File: config.mk
export PLATFORM = sky130hd
export DESIGN_NAME = dot8_mac
export DESIGN_NICKNAME = d
export VERILOG_FILES = /design/src/rtl/mac_pkg.sv /design/src/rtl/wallace_mul.sv /design/src/rtl/dot8_mac.sv
export SDC_FILE = /design/constraint.sdc
export NUM_CORES = 1
export LEC_CHECK = 0
export BUFFER_PORTS_ARGS = -buffer_cell sky130_fd_sc_hd__buf_2
export CAP_MARGIN = 30
export CORE_MARGIN = 2
export CORE_UTILIZATION = 55
export DETAILED_ROUTE_END_ITERATION = 6
export PLACE_DENSITY = 0.77
export SETUP_SLACK_MARGIN = 0.02
export SKIP_CTS_REPAIR_TIMING = 1
export SKIP_LAST_GASP = 1
export SLEW_MARGIN = 5
export SYNTH_ARGS = -nofsm -noshare
export SYNTH_HDL_FRONTEND = slang
export SYNTH_HIERARCHICAL = 1
export SYNTH_SLANG_ARGS = --single-unit
File: constraint.sdc
create_clock -name clk -period 5.6 [get_ports clk]
set_clock_uncertainty 0.1 [all_clocks]
set_input_delay 0.56 -clock clk [delete_from_list [all_inputs] [get_ports clk]]
set_output_delay 0.56 -clock clk [all_outputs]
set_load 0.005 [all_outputs]
File: src/rtl/mac_pkg.sv
// Shared types and constants for the dot8_mac streaming dot-product engine.
package mac_pkg;

   // Accumulator state: IDLE means the next valid term starts a new vector.
   typedef enum logic {
      IDLE = 1'b0,
      RUN  = 1'b1
   } acc_st_t;

   localparam int ACC_W_DEF = 24;
   localparam int LEN_W_DEF = 16;
   localparam int OP_W      = 8;
   localparam int PROD_W    = 16;

endpackage

File: src/rtl/wallace_mul.sv
// Combinational 8x8 unsigned multiplier. Partial products are folded through
// a chain of 3:2 carry-save compressors; one carry-propagate add at the end.
module wallace_mul
   import mac_pkg::*;
(
   input  logic [OP_W-1:0]   a_i,
   input  logic [OP_W-1:0]   b_i,
   output logic [PROD_W-1:0] p_o
);

   logic [PROD_W-1:0] s;
   logic [PROD_W-1:0] c;
   logic [PROD_W-1:0] s_n;
   logic [PROD_W-1:0] pp;

   // Carry-save reduction of the shifted partial products, then final add.
   always_comb begin
      // NOTE: every variable gets a default before any conditional use so no latch is inferred.
      s   = '0;
      c   = '0;
      s_n = '0;
      pp  = '0;
      for (int i = 0; i < OP_W; i++) begin
         pp  = PROD_W'(a_i & {OP_W{b_i[i]}}) << i;
         s_n = s ^ c ^ pp;
         c   = ((s & c) | (s & pp) | (c & pp)) << 1;
         s   = s_n;
      end
      p_o = s + c;
   end

endmodule

File: src/rtl/dot8_mac.sv
// Streaming 8-bit multiply-accumulate: operand stage, product stage and an
// accumulator that emits one sum per last-tagged vector on a valid/ready port.
module dot8_mac
   import mac_pkg::*;
#(
   parameter int ACC_W = ACC_W_DEF,
   parameter int LEN_W = LEN_W_DEF
) (
   input  logic             clk,
   input  logic             rst,
   input  logic             in_valid,
   output logic             in_ready,
   input  logic [OP_W-1:0]  in_a,
   input  logic [OP_W-1:0]  in_b,
   input  logic             in_last,
   output logic             out_valid,
   input  logic             out_ready,
   output logic [ACC_W-1:0] out_sum,
   output logic [LEN_W-1:0] out_len,
   output logic             out_ovf
);

   // S1 operand stage
   logic [OP_W-1:0]   a1_q, b1_q;
   logic              last1_q, v1_q;
   // S2 product stage
   logic [PROD_W-1:0] p2_q;
   logic              last2_q, v2_q;
   // ACC stage
   logic [ACC_W-1:0]  acc_q;
   logic [LEN_W-1:0]  len_q;
   logic              ovf_q;
   acc_st_t           acc_st_q;
   // Output holding register
   logic [ACC_W-1:0]  out_sum_q;
   logic [LEN_W-1:0]  out_len_q;
   logic              out_ovf_q;
   logic              out_valid_q;

   logic [PROD_W-1:0] prod;
   logic              en;
   logic              accept;
   logic [ACC_W-1:0]  acc_base;
   logic [LEN_W-1:0]  len_base;
   logic [ACC_W:0]    sum_d;
   logic [LEN_W-1:0]  nlen_d;
   logic              novf_d;

   wallace_mul u_mul (
      .a_i (a1_q),
      .b_i (b1_q),
      .p_o (prod)
   );

   // The whole pipeline advances only when no result is blocked downstream.
   assign en        = !out_valid_q || out_ready;
   assign in_ready  = en && !rst;
   assign accept    = in_valid && in_ready;

   assign out_valid = out_valid_q;
   assign out_sum   = out_sum_q;
   assign out_len   = out_len_q;
   assign out_ovf   = out_ovf_q;

   // Next accumulator values; an IDLE state starts the vector from zero.
   always_comb begin
      acc_base = (acc_st_q == IDLE) ? '0 : acc_q;
      len_base = (acc_st_q == IDLE) ? '0 : len_q;
      sum_d    = {1'b0, acc_base} + {{(ACC_W + 1 - PROD_W){1'b0}}, p2_q};
      nlen_d   = len_base + LEN_W'(1);
      novf_d   = ((acc_st_q == IDLE) ? 1'b0 : ovf_q) | sum_d[ACC_W];
   end

   // Pipeline stages, accumulator state machine and output register.
   always_ff @(posedge clk) begin
      // NOTE: sequential state uses non-blocking assignments so every stage samples pre-edge values.
      if (rst) begin
         a1_q        <= '0;
         b1_q        <= '0;
         last1_q     <= 1'b0;
         v1_q        <= 1'b0;
         p2_q        <= '0;
         last2_q     <= 1'b0;
         v2_q        <= 1'b0;
         acc_q       <= '0;
         len_q       <= '0;
         ovf_q       <= 1'b0;
         acc_st_q    <= IDLE;
         out_sum_q   <= '0;
         out_len_q   <= '0;
         out_ovf_q   <= 1'b0;
         out_valid_q <= 1'b0;
      end else if (en) begin
         v1_q    <= accept;
         a1_q    <= in_a;
         b1_q    <= in_b;
         last1_q <= in_last;

         v2_q    <= v1_q;
         p2_q    <= prod;
         last2_q <= last1_q;

         // en with a pending result implies the consumer is taking it now.
         if (out_valid_q) begin
            out_valid_q <= 1'b0;
         end

         if (v2_q) begin
            if (last2_q) begin
               out_sum_q   <= sum_d[ACC_W-1:0];
               out_len_q   <= nlen_d;
               out_ovf_q   <= novf_d;
               out_valid_q <= 1'b1;
               acc_st_q    <= IDLE;
            end else begin
               acc_q    <= sum_d[ACC_W-1:0];
               len_q    <= nlen_d;
               ovf_q    <= novf_d;
               acc_st_q <= RUN;
            end
         end
      end
   end

endmodule

==> metrics.md <==
| Metric | Value |
|---|---|
| Status | `completed` |
| Worst slew pin tran | `0.784 ns` |
| Vias in the first global route | `6071` |
| Critical path endpoint category | `register` |
| Die Area | `0.0144 sq mm` |
| Netlist cell types | `66` |
| Max cap viols | `0` |
| Cell area after layout | `0.00855 sq mm` |
| Pin count of the biggest net entering global routing | `71` |
| Leakage | `0.00339 uW` |
| Hold_ws | `0.255 ns` |
| Initial antenna violation count | `0` |
| Die height | `120 um` |
| Period utilization | `0.964` |
| Crit path launch type | `register` |
| Root buf cell | `clkbuf_16` |
| Worst skew pair latency | `0.42 ns` |
| Num CTS Buffers | `17` |
| Core ar. | `0.0132 sq mm` |
| Routability cong. | `0.876` |
| Post-Syn Area | `0.00739 sq mm` |
| P per Cell Area | `268 mW/mm^2` |
| # rows | `42` |
| Critical path arrival | `5.61 ns` |
| Via density | `5.69` |
| Fin crit period | `5.40 ns` |
| Unrepaired setup endpoints after global routing | `no` |
| Final Util | `0.648` |
| Synth warn | `6` |
| WS Path Type | `reg -> reg` |
| CP peak stage delay | `0.61 ns` |
| Most frequent CP cell | `fa_2` |
| CTS Sinks | `120` |
| Total power | `2290 uW` |
| Reg clk slew, reported paths | `0.06 ns` |
| Layout area overhead | `15.7%` |
| Worst path slowest cell | `fa_2` |
| Relative slew slack | `0.476` |
| Fmax | `0.185 GHz` |
| Critical-path cell list | `and2_1 -> ha_1 -> inv_1 -> fa_2 -> fa_1 -> fa_2 -> fa_2 -> fa_2 -> fa_2 -> inv_2 -> ha_2 -> inv_1 -> fa_2 -> nor2b_4 -> o31a_1 -> nor4_1 -> a311o_1 -> a22o_1` |
| CTS tree | `done` |
| Final layout net count | `1008` |
| GR Overflow Total | `0` |
| DRT Wirelength | `16700 um` |
| Crit Path Max Fanout | `5` |
| Dpl cell area | `0.00784 sq mm` |
| Avg WL per Cell | `15.2 um` |
| Hpwl dp | `10900 um` |
| Syn_nets | `960` |
| Seq/Total Area, Yosys | `0.325` |
| First-pass GRT wire length | `28500 um` |
| WP data required | `5.81 ns` |
| DR iter-0 viols | `434` |
| Share of cells above drive strength 1 | `0.155` |
| FF+latch count, synth | `120` |
| Max Root-Sink Buffers | `2` |
| Setup TNS | `0 ns` |
| GRT Util Overall | `0.242` |
| Final setup vio count | `0` |
| DRT antenna net count | `0` |
| Fin. Hold Viols | `0` |
| Residual DRC | `0` |
| Worst-case vdd ir drop | `0.201 mV` |
| Htree depth | `4` |
| Initial Util | `0.560` |
| Max Slew Vio Count | `0` |
| Ant. Diodes | `0` |
| Synth top area cells | `dfxtp_1 33%, fa_1 12%, nand2_1 6.8%` |
| FFs w/ async S/R, synth | `0` |
| Post-synth top area share | `0.325` |
| Syn avg cell area | `8.55 sq um` |
| I/O Buffers | `63` |
| Die Wd | `120 um` |
| Cell taking the most area after synthesis | `dfxtp_1` |
| Overall via count from detail_route | `6249` |
| Synth Instances | `864` |
| EDFF count, synth | `0` |
| Top FF cell, synth | `dfxtp_1` |
| DRT Pass-1 Iters | `5` |
| Worst hold path class | `in -> reg` |
| I/O Pins | `64` |
==> synth_stat cells, types with 8 or more instances <==
| cell | number |
|---|---|
| nand2_1 | 133 |
| a211oi_1 | 23 |
| clkbuf_1 | 42 |
| a22o_1 | 36 |
| inv_1 | 52 |
| nand3b_1 | 8 |
| dfxtp_1 | 120 |
| a21oi_1 | 59 |
| o21ai_0 | 19 |
| nor2_1 | 60 |
| ha_1 | 31 |
| xor2_1 | 14 |
| xnor2_1 | 17 |
| fa_1 | 44 |
| a21o_1 | 9 |
| and2_1 | 47 |
| nand3_1 | 23 |
| nor3_1 | 10 |
| o21a_1 | 8 |
==> per-layer routing <==
metal / vias to the layer above / share of wire / GRT usage
li1: 3089 / - / -
met1: 3013 / 0.48 / 0.329
met2: 124 / 0.47 / 0.394
met3: 23 / 0.036 / 0.0442
met4: 0 / 0.017 / 0.0735
met5: - / 0 / 0
==> stage by stage <==
stage / instances / worst slack, ns
floorplan: 864 / 0.130
global placement: 1067 / 0.0409
detailed placement: 1067 / 0.00451
CTS: 1097 / -0.0513
global route: 1099 / 0.0152
finish: 1099 / 0.201
==> area by class of cell <==
type	instances	area [sq um]
Clock buffer	23	498
Clock inverter	7	140
Fill cell	1126	4640
Inverter	52	195
Multi-Input combinational cell	642	4630
Sequential cell	120	2410
Tap cell	176	220
Timing Repair Buffer	79	455
==> final timing paths <==
path / slack (ns) / from / end / depth (start not counted)
max: 0.20 / b1_q[1] / p2_q[14] / 18
max reg2reg: 0.20 / b1_q[1] / p2_q[14] / 18
min: 0.25 / in_last / last1_q / 2
min reg2reg: 0.35 / out_len[9] / out_len[9] / 2
==> cells by family (layout without fill, tap and decap cells) <==
group | after synthesis | after routing | synth area share
buffers and inverters | 102 | 161 | 0.0532
xor gates and xnor gates | 31 | 31 | 0.0367
adders and majority gates | 75 | 75 | 0.172
DFF | 120 | 120 | 0.325
and+or+nand+nor | 326 | 326 | 0.212
muxes | 6 | 6 | 0.00813
AOI/OAI and AO/OA | 204 | 204 | 0.193
==> state kept, by name (all words and copies together), names as in the netlist <==
register / cells
len_q: 16
last1_q: 1
p2_q: 16
v1_q: 1
out_valid: 1
acc_q: 24
acc_st_q: 1
v2_q: 1
a1_q: 8
last2_q: 1
b1_q: 8
ovf_q: 1
out_len: 16
out_sum: 24
out_ovf: 1
==> report_power, final <==
group	internal, uW	switching (uW)
Sequential	879	27.0
Clock	798	383
Combinational	87.8	120
==> worst max-delay path, delay by kind of cell, from the launching register on <==
kind / cells / cell delay, ns
DFF: 1 / 0.33
adders and majority gates: 9 / 3.67
and+or+nand+nor: 3 / 0.34
AOI/OAI and AO/OA: 3 / 0.67
buffers and inverters: 3 / 0.16
==> layout by cell type, fill, tap and decap left out, types with 8 or more instances in the layout <==
| cell type | n |
|---|---|
| and2_1 | 47 |
| nand3b_1 | 8 |
| nand2_1 | 133 |
| clkbuf_16 | 17 |
| fa_1 | 32 |
| inv_1 | 50 |
| buf_4 | 15 |
| xor2_1 | 14 |
| o21a_1 | 8 |
| nor3_1 | 10 |
| nand3_1 | 23 |
| fa_2 | 12 |
| buf_2 | 63 |
| dfxtp_1 | 117 |
| ha_1 | 30 |
| a22o_1 | 36 |
| a211oi_1 | 23 |
| nor2_1 | 58 |
| o21ai_0 | 19 |
| a21o_1 | 9 |
| a21oi_1 | 59 |
| xnor2_1 | 17 |
Note: power is estimated with default switching activity, not from simulation.
